File: config.mk
export PLATFORM = sky130hd
export DESIGN_NAME = fft_stream_io_flat
export DESIGN_NICKNAME = d
export VERILOG_FILES = /design/src/rtl/fft_stream_io_if.sv /design/src/rtl/fft_stream_io.sv /design/src/flat_wrapper.sv
export SDC_FILE = /design/constraint.sdc
export NUM_CORES = 1
export LEC_CHECK = 0
export CORE_UTILIZATION = 35
export DETAILED_ROUTE_END_ITERATION = 8
export PLACE_DENSITY = 0.65
export SYNTH_ARGS = -nofsm -noshare
export SYNTH_HDL_FRONTEND = slang
export SYNTH_SLANG_ARGS = --single-unit
File: constraint.sdc
create_clock -name iCLK -period 3.7 [get_ports iCLK]
set_input_delay 0.74 -clock iCLK [delete_from_list [all_inputs] [get_ports iCLK]]
set_output_delay 0.74 -clock iCLK [all_outputs]
set_load 0.005 [all_outputs]
File: src/rtl/fft_stream_io_if.sv
// Signal bundle of fft_stream_io: sample stream in, RAM_A port, FFT control
// handshake and result stream out. master = the streaming block, slave = its environment.
interface fft_stream_io_if #(
    parameter int IN_BIT  = 16,
    parameter int D_BIT   = 17,
    parameter int A_BIT   = 8,
    parameter int CNT_BIT = 16
);
    logic signed [IN_BIT-1:0] iSAMPLE;
    logic                     iSAMPLE_VALID;
    logic                     oSAMPLE_READY;
    logic                     oSOURCE_CONT;
    logic [D_BIT-1:0]         oDATA;
    logic [A_BIT-1:0]         oADDR_WR;
    logic [3:0]               oWE;
    logic [A_BIT-1:0]         oADDR_RD;
    logic [D_BIT-1:0]         iRAM_RE_0;
    logic [D_BIT-1:0]         iRAM_RE_1;
    logic [D_BIT-1:0]         iRAM_RE_2;
    logic [D_BIT-1:0]         iRAM_RE_3;
    logic                     oFFT_START;
    logic                     iFFT_RDY;
    logic [D_BIT-1:0]         oOUT_DATA;
    logic [A_BIT+1:0]         oOUT_INDEX;
    logic                     oOUT_VALID;
    logic                     iOUT_READY;
    logic                     oOUT_LAST;
    logic                     oBUSY;
    logic [CNT_BIT-1:0]       oDROP_CNT;

    modport master (
        input  iSAMPLE, iSAMPLE_VALID, iRAM_RE_0, iRAM_RE_1, iRAM_RE_2, iRAM_RE_3,
               iFFT_RDY, iOUT_READY,
        output oSAMPLE_READY, oSOURCE_CONT, oDATA, oADDR_WR, oWE, oADDR_RD, oFFT_START,
               oOUT_DATA, oOUT_INDEX, oOUT_VALID, oOUT_LAST, oBUSY, oDROP_CNT
    );

    modport slave (
        output iSAMPLE, iSAMPLE_VALID, iRAM_RE_0, iRAM_RE_1, iRAM_RE_2, iRAM_RE_3,
               iFFT_RDY, iOUT_READY,
        input  oSAMPLE_READY, oSOURCE_CONT, oDATA, oADDR_WR, oWE, oADDR_RD, oFFT_START,
               oOUT_DATA, oOUT_INDEX, oOUT_VALID, oOUT_LAST, oBUSY, oDROP_CNT
    );
endinterface

File: src/rtl/fft_stream_io.sv
// Streaming front/back end of the 4-bank radix-4 FFT: loads one frame of samples into
// RAM_A, kicks the FFT, then streams real-part results out in natural bin order.
module fft_stream_io #(
    parameter int IN_BIT    = 16,
    parameter int D_BIT     = 17,
    parameter int A_BIT     = 8,
    parameter int DROP_MODE = 0,
    parameter int CNT_BIT   = 16
) (
    input logic            iCLK,
    input logic            iRESET,
    fft_stream_io_if.master bus
);
    localparam int K_BIT = A_BIT + 2;
    localparam logic [K_BIT-1:0]   K_LAST  = {K_BIT{1'b1}};
    localparam logic [K_BIT-1:0]   K_ONE   = K_BIT'(1);
    localparam logic [CNT_BIT-1:0] CNT_MAX = {CNT_BIT{1'b1}};
    localparam logic [CNT_BIT-1:0] CNT_ONE = CNT_BIT'(1);

    typedef enum logic [1:0] {
        S_LOAD   = 2'd0,
        S_START  = 2'd1,
        S_RUN    = 2'd2,
        S_UNLOAD = 2'd3
    } state_t;

    state_t             state_r;
    logic [K_BIT-1:0]   wr_n_r;
    logic [K_BIT-1:0]   rd_k_r;
    logic               run_armed_r;
    logic               rd_done_r;
    logic               pend_v_r;
    logic [1:0]         pend_bank_r;
    logic [K_BIT-1:0]   pend_idx_r;
    logic               out_v_r;
    logic [D_BIT-1:0]   out_d_r;
    logic [K_BIT-1:0]   out_i_r;
    logic               skid_v_r;
    logic [D_BIT-1:0]   skid_d_r;
    logic [K_BIT-1:0]   skid_i_r;
    logic [CNT_BIT-1:0] drop_cnt_r;

    logic               accept_s;
    logic               pop_s;
    logic               issue_s;
    logic [1:0]         occ_s;
    logic [D_BIT-1:0]   rd_data_s;

    function automatic logic [D_BIT-1:0] sign_ext(input logic [IN_BIT-1:0] s);
        return {{(D_BIT-IN_BIT){s[IN_BIT-1]}}, s};
    endfunction

    assign accept_s = (state_r == S_LOAD) && bus.iSAMPLE_VALID;
    assign pop_s    = out_v_r && bus.iOUT_READY;
    assign issue_s  = (state_r == S_UNLOAD) && !rd_done_r && (occ_s < 2'd2);

    // Slots that stay taken after this cycle's pop, counting the read in flight.
    always_comb begin
        occ_s = 2'(out_v_r) + 2'(skid_v_r) + 2'(pend_v_r) - 2'(pop_s);
    end

    // Bank select for the read issued one cycle earlier.
    always_comb begin
        rd_data_s = '0;
        case (pend_bank_r)
            2'd0:    rd_data_s = bus.iRAM_RE_0;
            2'd1:    rd_data_s = bus.iRAM_RE_1;
            2'd2:    rd_data_s = bus.iRAM_RE_2;
            2'd3:    rd_data_s = bus.iRAM_RE_3;
            default: rd_data_s = '0;
        endcase
    end

    // Frame sequencer with the write and read counters.
    always_ff @(posedge iCLK or negedge iRESET) begin
        if (!iRESET) begin
            state_r     <= S_LOAD;
            wr_n_r      <= '0;
            rd_k_r      <= '0;
            run_armed_r <= 1'b0;
            rd_done_r   <= 1'b0;
            pend_v_r    <= 1'b0;
            pend_bank_r <= 2'd0;
            pend_idx_r  <= '0;
        end else begin
            case (state_r)
                S_LOAD: begin
                    if (accept_s) begin
                        wr_n_r <= wr_n_r + K_ONE;
                        if (wr_n_r == K_LAST) begin
                            state_r <= S_START;
                        end
                    end
                end
                S_START: begin
                    run_armed_r <= 1'b0;
                    state_r     <= S_RUN;
                end
                S_RUN: begin
                    // The first RUN cycle sees a ready level left over from the previous frame.
                    run_armed_r <= 1'b1;
                    if (run_armed_r && bus.iFFT_RDY) begin
                        state_r <= S_UNLOAD;
                    end
                end
                S_UNLOAD: begin
                    if (issue_s) begin
                        rd_k_r <= rd_k_r + K_ONE;
                        if (rd_k_r == K_LAST) begin
                            rd_done_r <= 1'b1;
                        end
                    end
                    if (pop_s && (out_i_r == K_LAST)) begin
                        state_r   <= S_LOAD;
                        rd_done_r <= 1'b0;
                    end
                end
                default: state_r <= S_LOAD;
            endcase
            pend_v_r    <= issue_s;
            pend_bank_r <= rd_k_r[1:0];
            pend_idx_r  <= rd_k_r;
        end
    end

    // Output register plus skid entry; the output only changes when empty or accepted.
    always_ff @(posedge iCLK or negedge iRESET) begin
        if (!iRESET) begin
            out_v_r  <= 1'b0;
            out_d_r  <= '0;
            out_i_r  <= '0;
            skid_v_r <= 1'b0;
            skid_d_r <= '0;
            skid_i_r <= '0;
        end else if (pop_s) begin
            if (skid_v_r) begin
                out_d_r  <= skid_d_r;
                out_i_r  <= skid_i_r;
                skid_v_r <= 1'b0;
            end else if (pend_v_r) begin
                out_d_r <= rd_data_s;
                out_i_r <= pend_idx_r;
            end else begin
                out_v_r <= 1'b0;
            end
        end else if (pend_v_r) begin
            if (out_v_r) begin
                skid_d_r <= rd_data_s;
                skid_i_r <= pend_idx_r;
                skid_v_r <= 1'b1;
            end else begin
                out_d_r <= rd_data_s;
                out_i_r <= pend_idx_r;
                out_v_r <= 1'b1;
            end
        end
    end

    // Saturating count of samples offered while the frame buffer is busy.
    always_ff @(posedge iCLK or negedge iRESET) begin
        if (!iRESET) begin
            drop_cnt_r <= '0;
        end else if ((DROP_MODE != 0) && (state_r != S_LOAD) && bus.iSAMPLE_VALID
                     && (drop_cnt_r != CNT_MAX)) begin
            drop_cnt_r <= drop_cnt_r + CNT_ONE;
        end
    end

    assign bus.oSAMPLE_READY = (state_r == S_LOAD) || (DROP_MODE != 0);
    assign bus.oSOURCE_CONT  = (state_r == S_LOAD) || (state_r == S_UNLOAD);
    assign bus.oDATA         = accept_s ? sign_ext(bus.iSAMPLE) : '0;
    assign bus.oADDR_WR      = wr_n_r[K_BIT-1:2];
    assign bus.oWE           = accept_s ? (4'b0001 << wr_n_r[1:0]) : 4'b0000;
    assign bus.oADDR_RD      = rd_k_r[K_BIT-1:2];
    assign bus.oFFT_START    = (state_r == S_START);
    assign bus.oOUT_DATA     = out_d_r;
    assign bus.oOUT_INDEX    = out_i_r;
    assign bus.oOUT_VALID    = out_v_r;
    assign bus.oOUT_LAST     = out_v_r && (out_i_r == K_LAST);
    assign bus.oBUSY         = (state_r != S_LOAD);
    assign bus.oDROP_CNT     = drop_cnt_r;
endmodule

File: src/flat_wrapper.sv
// flat-port wrapper written by rule: the top's interface ports become plain ports
module fft_stream_io_flat 
#(
    parameter int IN_BIT    = 16,
    parameter int D_BIT     = 17,
    parameter int A_BIT     = 8,
    parameter int DROP_MODE = 0,
    parameter int CNT_BIT   = 16
)
  (iCLK, iRESET, bus_iSAMPLE, bus_iSAMPLE_VALID, bus_iRAM_RE_0, bus_iRAM_RE_1, bus_iRAM_RE_2, bus_iRAM_RE_3, bus_iFFT_RDY, bus_iOUT_READY, bus_oSAMPLE_READY, bus_oSOURCE_CONT, bus_oDATA, bus_oADDR_WR, bus_oWE, bus_oADDR_RD, bus_oFFT_START, bus_oOUT_DATA, bus_oOUT_INDEX, bus_oOUT_VALID, bus_oOUT_LAST, bus_oBUSY, bus_oDROP_CNT);
  fft_stream_io_if #(.IN_BIT(IN_BIT), .D_BIT(D_BIT), .A_BIT(A_BIT), .CNT_BIT(CNT_BIT)) bus_i ();
  input logic iCLK;
  input logic iRESET;
  input wire logic [$bits(bus_i.iSAMPLE)-1:0] bus_iSAMPLE;
  input wire logic [$bits(bus_i.iSAMPLE_VALID)-1:0] bus_iSAMPLE_VALID;
  input wire logic [$bits(bus_i.iRAM_RE_0)-1:0] bus_iRAM_RE_0;
  input wire logic [$bits(bus_i.iRAM_RE_1)-1:0] bus_iRAM_RE_1;
  input wire logic [$bits(bus_i.iRAM_RE_2)-1:0] bus_iRAM_RE_2;
  input wire logic [$bits(bus_i.iRAM_RE_3)-1:0] bus_iRAM_RE_3;
  input wire logic [$bits(bus_i.iFFT_RDY)-1:0] bus_iFFT_RDY;
  input wire logic [$bits(bus_i.iOUT_READY)-1:0] bus_iOUT_READY;
  output wire logic [$bits(bus_i.oSAMPLE_READY)-1:0] bus_oSAMPLE_READY;
  output wire logic [$bits(bus_i.oSOURCE_CONT)-1:0] bus_oSOURCE_CONT;
  output wire logic [$bits(bus_i.oDATA)-1:0] bus_oDATA;
  output wire logic [$bits(bus_i.oADDR_WR)-1:0] bus_oADDR_WR;
  output wire logic [$bits(bus_i.oWE)-1:0] bus_oWE;
  output wire logic [$bits(bus_i.oADDR_RD)-1:0] bus_oADDR_RD;
  output wire logic [$bits(bus_i.oFFT_START)-1:0] bus_oFFT_START;
  output wire logic [$bits(bus_i.oOUT_DATA)-1:0] bus_oOUT_DATA;
  output wire logic [$bits(bus_i.oOUT_INDEX)-1:0] bus_oOUT_INDEX;
  output wire logic [$bits(bus_i.oOUT_VALID)-1:0] bus_oOUT_VALID;
  output wire logic [$bits(bus_i.oOUT_LAST)-1:0] bus_oOUT_LAST;
  output wire logic [$bits(bus_i.oBUSY)-1:0] bus_oBUSY;
  output wire logic [$bits(bus_i.oDROP_CNT)-1:0] bus_oDROP_CNT;
  assign bus_i.iSAMPLE = bus_iSAMPLE;
  assign bus_i.iSAMPLE_VALID = bus_iSAMPLE_VALID;
  assign bus_i.iRAM_RE_0 = bus_iRAM_RE_0;
  assign bus_i.iRAM_RE_1 = bus_iRAM_RE_1;
  assign bus_i.iRAM_RE_2 = bus_iRAM_RE_2;
  assign bus_i.iRAM_RE_3 = bus_iRAM_RE_3;
  assign bus_i.iFFT_RDY = bus_iFFT_RDY;
  assign bus_i.iOUT_READY = bus_iOUT_READY;
  assign bus_oSAMPLE_READY = bus_i.oSAMPLE_READY;
  assign bus_oSOURCE_CONT = bus_i.oSOURCE_CONT;
  assign bus_oDATA = bus_i.oDATA;
  assign bus_oADDR_WR = bus_i.oADDR_WR;
  assign bus_oWE = bus_i.oWE;
  assign bus_oADDR_RD = bus_i.oADDR_RD;
  assign bus_oFFT_START = bus_i.oFFT_START;
  assign bus_oOUT_DATA = bus_i.oOUT_DATA;
  assign bus_oOUT_INDEX = bus_i.oOUT_INDEX;
  assign bus_oOUT_VALID = bus_i.oOUT_VALID;
  assign bus_oOUT_LAST = bus_i.oOUT_LAST;
  assign bus_oBUSY = bus_i.oBUSY;
  assign bus_oDROP_CNT = bus_i.oDROP_CNT;
  fft_stream_io #(.IN_BIT(IN_BIT), .D_BIT(D_BIT), .A_BIT(A_BIT), .DROP_MODE(DROP_MODE), .CNT_BIT(CNT_BIT)) u_core (.iCLK(iCLK), .iRESET(iRESET), .bus(bus_i));
endmodule
* Word level (Yosys, flattened, before mapping)
Cells that the tools add are included.
** Storage, ports and cells
- Register bits after elaboration :: 93
- Output and inout bits :: 86
** Cells by class
- $add $sub $neg :: 5
- Order comparisons :: 1
- Equality and inequality tests :: 16
- Shifts and indexed selects :: 1
- Multiplexer cells :: 29
- Bitwise gates (word level) :: 1
- Reductions and logical operators :: 26
** Operators with widths (count)
- $mux 17 :: 6
- $pmux 17 s4 :: 1
- $mux 10 :: 5
- $eq 10x10->1 const B :: 3
- $add 10x1->10 const B :: 2
- $reduce_bool 2->1 :: 7
- $reduce_and 3->1 :: 4
- $mux 1 :: 10
- $eq 2x2->1 const B :: 4
- $mux 2 :: 4
- $ne 2x2->1 const B :: 4
- $pmux 2 s4 :: 1
- $logic_and 1x1->1 :: 7
- $ne 2x1->1 const B :: 3
- $reduce_and 2->1 :: 3
- $eq 2x1->1 const B :: 2
- $logic_not 2->1 :: 2
- $mux 4 :: 1
- $reduce_and 4->1 :: 1
- $shl 1x2->4 const A :: 1
- $add 1x1->2 :: 1
- $add 2x1->2 :: 1
- $lt 2x2->1 const B :: 1
- $pmux 1 s2 :: 1
- other kinds (4) :: 4

* Logic depth before layout (Yosys ltp)
- Depth in word-level cells :: 7
- Gate-level depth with buffers :: 9
- Gate-level depth less buffers :: 8

* Least setup slack after synthesis
OpenSTA, ideal clock, no wires.
- Path type :: input -> register
- Start point :: input bus_iOUT_READY
- End point :: register u_core.rd_k_r[1]
- Arrival time :: 2.299 ns
- Path slack :: 1.276 ns
- Stages :: 7
- Cells stage by stage :: nand2_1 -> ha_1 -> ha_1 -> a21oi_1 -> mux2i_2 -> inv_2 -> mux2_2
** Between the ends
- Longest elaborated chain between the ends :: 5
** RTL lines
- start: declaration :: line flat_wrapper.sv:21 : input wire logic [$bits(bus_i.iOUT_READY)-1:0] bus_iOUT_READY;
- $logic_and 1x1->1 :: line fft_stream_io.sv:54 : assign pop_s = out_v_r && bus.iOUT_READY;
- $sub 2x1->2 :: line fft_stream_io.sv:59 : occ_s = 2'(out_v_r) + 2'(skid_v_r) + 2'(pend_v_r) - 2'(pop_s);
- $lt 2x2->1 :: line fft_stream_io.sv:55 : assign issue_s = (state_r == S_UNLOAD) && !rd_done_r && (occ_s < 2'd2);
- $logic_and 1x1->1 :: line fft_stream_io.sv:55
- named net u_core.issue_s :: line fft_stream_io.sv:45 : logic issue_s;
- $reduce_and 2->1 (no line)
- end signal: assignment :: line fft_stream_io.sv:108 : rd_k_r <= rd_k_r + K_ONE;
- end: declaration :: line fft_stream_io.sv:29 : logic [K_BIT-1:0] rd_k_r;
The timed path passes the listed nets, and every way through them passes these cells.
A chain may end at the register's enable or synchronous reset.

* Worst setup path in the final report
- Start point :: input bus_iSAMPLE_VALID
- End point :: output bus_oWE[3]
** Between the ends
- Longest elaborated chain between the ends :: 2
** RTL lines
- start: declaration :: line flat_wrapper.sv:15 : input wire logic [$bits(bus_i.iSAMPLE_VALID)-1:0] bus_iSAMPLE_VALID;
- $logic_and 1x1->1 :: line fft_stream_io.sv:53 : assign accept_s = (state_r == S_LOAD) && bus.iSAMPLE_VALID;
- $mux 4 :: line fft_stream_io.sv:173 : assign bus.oWE = accept_s ? (4'b0001 << wr_n_r[1:0]) : 4'b0000;
- end: declaration :: line flat_wrapper.sv:26 : output wire logic [$bits(bus_i.oWE)-1:0] bus_oWE;
No other way between the ends.

==> results.yml <==
drt:
  dr_total_vias: 3585
  drt_wl_total_um: 10720
  final_antenna_net_count: 0
  remaining_drc_errors: 0
  dr_pass1_iterations: 4
  ratio_of_routed_vias_to_standard_cells: 4.806
  drt_first_iter_violations: 190
  wl_per_cell_um: 14.37
place:
  dpl.hpwl_um: 7586
  globalplace.congestion: 0.7593
  dpl_cell_area_um2: 6277
  io_buffer_count: 158
critical_path:
  crit_type: "in2out"
  max_stage_delay_ps: 840
  critPathMostFrequentCell: "sky130_fd_sc_hd__clkdlybuf4s50_1"
  worstPathArrival_ps: 2470
  timing.critical_path.required_ps: 2960
  crit_path_max_fanout: 22
  timing.critical_path.slowest_stage_cell: "sky130_fd_sc_hd__clkdlybuf4s50_1"
  cp-end-kind: "output port"
  path_cells: "clkdlybuf4s50_1 -> nand3_1 -> inv_1 -> clkdlybuf4s50_1"
  start_kind: "input pin"
sta:
  layout_min_cycle_time_ps: 3209
  timing.hold.ws_ps: 469.4
  timing.final.max_slew_violations: 0
  achievable-frequency_mhz: 311.6
  rsz0062_at_grt: "false"
  hold_violations: 0
  tns_ps: 0
  setup-violations-final: 0
  worstMarginPinSlew_ps: 1134
  timing.clock.skew_ps: 8.292
  timing.final.crit_share_pct: 86.73
  normalized_max_slew_margin_pct: 24.41
finish:
  antenna_cells: 0
  final_cell_area_um2: 6600
  drive_above_1_share_pct: 10.88
  syn_to_final_growth_pct: 38.82
  layout.nets: 668
grt:
  grt_pass1_vias: 3561
  grt_first_pass_wirelength_um: 17710
  grt_antenna_before_repair: 0
  maximum_number_of_pins_on_one_net_before_global_route_repair: 79
  track_usage_pct: 16.12
  globalRouteOverflowTotal: 0
yosys:
  syn_inst: 431
  synth.lib_cells_used.distinct: 38
  synth.cell_area_um2: 4755
  ys_ff_latch: 91
  yosys_warnings: 16
  avgSynthCellArea_um2: 11.03
  synth.yosys.seq_area_share_pct: 47.89
cts:
  numClockSinks: 91
  cts-buffers-inserted: 9
  cts_setup_buffers: 0
  ctsResizeCount: 0
  ctsRootBufferMaster: "sky130_fd_sc_hd__clkbuf_16"
  cts_hold_repair.buffers: 0
  insertion_delay_ps: 340
  cts_tree: "built"
  cts.reportedPaths.clkPinSlew_ps: 70
  htreeDepth: 3
  worst_case_clock_buffer_depth: 2
floorplan:
  row_count: 42
  die_outline_area_um2: 14050
  placeableCoreArea_um2: 13240
  die_width_um: 118.6
  initial_utilization_pct: 35.90
  io_pins: 175
  die_height_um: 118.6
status:
  run_status: "complete, no violations"
pwr:
  pwr_density_cell_nw_per_um2: 719.3
  power.ir.vdd_worst_uv: 344.9
  static-leakage-power_uw: 0.002883
min_path:
  worstHoldPathType: "reg2reg"
run:
  maxCapViolCount: 0
area by class of cell:
type | instances | area [um2]
Clock buffer | 10 | 229.0
Clock inverter | 6 | 93.84
Fill cell | 1160 | 6643
Inverter | 12 | 45.04
Multi-Input combinational cell | 288 | 2118
Sequential cell | 91 | 2277
Tap cell | 176 | 220.2
Timing Repair Buffer | 163 | 1617
cell usage after synthesis:
master	number	area, um2
sky130_fd_sc_hd__inv_1	11	41.29
sky130_fd_sc_hd__nor3_1	3	15.01
sky130_fd_sc_hd__buf_12	1	20.02
sky130_fd_sc_hd__buf_4	34	255.2
sky130_fd_sc_hd__conb_1	1	3.750
sky130_fd_sc_hd__mux4_2	8	180.2
sky130_fd_sc_hd__xor2_1	5	43.79
sky130_fd_sc_hd__o211ai_1	1	7.510
sky130_fd_sc_hd__mux2i_1	1	10.01
sky130_fd_sc_hd__dfrtp_1	91	2277
sky130_fd_sc_hd__inv_2	1	3.750
sky130_fd_sc_hd__nor4_1	2	12.51
sky130_fd_sc_hd__a2bb2oi_1	1	8.760
sky130_fd_sc_hd__buf_2	10	50.05
sky130_fd_sc_hd__nor2_1	35	131.4
sky130_fd_sc_hd__buf_6	1	11.26
sky130_fd_sc_hd__and4_1	2	17.52
sky130_fd_sc_hd__and3b_1	1	8.760
sky130_fd_sc_hd__nand2_1	65	244.0
sky130_fd_sc_hd__nor3_4	1	16.27
sky130_fd_sc_hd__mux2_2	30	337.8
sky130_fd_sc_hd__o21ai_0	2	10.01
sky130_fd_sc_hd__o21a_1	1	7.510
sky130_fd_sc_hd__nand4_1	8	50.05
sky130_fd_sc_hd__a22oi_1	1	7.510
sky130_fd_sc_hd__and3_1	23	143.9
sky130_fd_sc_hd__a31oi_1	27	168.9
sky130_fd_sc_hd__and2_1	1	6.260
sky130_fd_sc_hd__o31ai_1	1	7.510
sky130_fd_sc_hd__xnor2_1	13	113.9
sky130_fd_sc_hd__mux2i_2	1	13.76
sky130_fd_sc_hd__a21oi_1	3	15.01
sky130_fd_sc_hd__ha_1	14	175.2
sky130_fd_sc_hd__clkbuf_1	9	33.78
sky130_fd_sc_hd__mux4_1	9	236.5
sky130_fd_sc_hd__nand3_1	11	55.05
sky130_fd_sc_hd__nor2b_1	1	6.260
sky130_fd_sc_hd__nor3b_1	1	7.510
power breakdown:
group,switching [uW],internal [uW]
clock network,389,599
registers,397,1390
logic,827,1150
total,1610,3130
cells by family after synthesis:
kind of cell,after synthesis,synth area share (%)
AO/OA/AOI/OAI,37,4.895
XOR/XNOR,18,3.316
adder cells (fa/ha/maj),14,3.684
buffers and inverters,67,8.737
flip-flops,91,47.89
multiplexers,49,16.37
other,1,0.07887
AND/OR/NAND/NOR,154,15.03
through the flow:
| stage | worst slack, ps | instances | util (%) | power [uW] |
|---|---|---|---|---|
| floorplan | 1276 | 446 | - | 2972 |
| global placement | 530.4 | 730 | 47.40 | 3744 |
| detailed placement | 481.5 | 730 | 47.40 | 3815 |
| CTS | 511.1 | 746 | 49.84 | 4821 |
| global route | 348.9 | 746 | 49.84 | 5116 |
| finish | 491.2 | 746 | 49.84 | 4748 |
worst max-delay path: cells and delay by family:
family	cells	cell delay [ps]
buffers and inverters	3	1490
AND/OR/NAND/NOR	1	240
worst paths after layout:
check | slack, ps | end | start | cells past startpoint
setup / recovery | 490 | bus_oWE[3] | bus_iSAMPLE_VALID | 4
hold / removal | 470 | u_core.pend_idx_r[1] | u_core.rd_k_r[1] | 0
setup reg to reg | 1240 | u_core.rd_k_r[1] | u_core.bus.oOUT_VALID | 7
hold reg to reg | 470 | u_core.pend_idx_r[1] | u_core.rd_k_r[1] | 0
max in group asynchronous | 2350 | u_core.run_armed_r | iRESET | 2
min in group asynchronous | 530 | u_core.rd_k_r[2] | iRESET | 1
flip-flops by register name, summed over array words and instances, names as in the netlist, 2 cells and up:
signal,cells
u_core.state_r,2
u_core.pend_idx_r,9
u_core.bus.oOUT_INDEX,10
u_core.rd_k_r,10
u_core.skid_i_r,10
u_core.wr_n_r,10
u_core.skid_d_r,17
u_core.bus.oOUT_DATA,17
metal layers:
metal | up-vias | GRT usage, % | share of wire (%)
met5 | - | 0 | 0
met1 | 1721 | 19.32 | 43
li1 | 1730 | - | -
met2 | 124 | 28.14 | 50
met3 | 10 | 4.730 | 5.5
met4 | 0 | 4.193 | 0.97
cells in the final DEF (no fill, tap or decap), types with 6 or more instances in the layout:
cell type                         synthesis  layout
sky130_fd_sc_hd__inv_1                   11      11
sky130_fd_sc_hd__mux2_2                  30      30
sky130_fd_sc_hd__a31oi_1                 27      27
sky130_fd_sc_hd__buf_4                   34       6
sky130_fd_sc_hd__ha_1                    14      14
sky130_fd_sc_hd__conb_1                   1      16
sky130_fd_sc_hd__dfrtp_1                 91      91
sky130_fd_sc_hd__mux4_1                   9       9
sky130_fd_sc_hd__xnor2_1                 13      13
sky130_fd_sc_hd__and3_1                  23      23
sky130_fd_sc_hd__mux4_2                   8       8
sky130_fd_sc_hd__nor2_1                  35      35
sky130_fd_sc_hd__clkbuf_16                0       9
sky130_fd_sc_hd__nand3_1                 11      11
sky130_fd_sc_hd__clkdlybuf4s50_1          0     157
sky130_fd_sc_hd__nand4_1                  8       8
sky130_fd_sc_hd__nand2_1                 65      65
No activity file was read; power rests on OpenSTA's default activity.
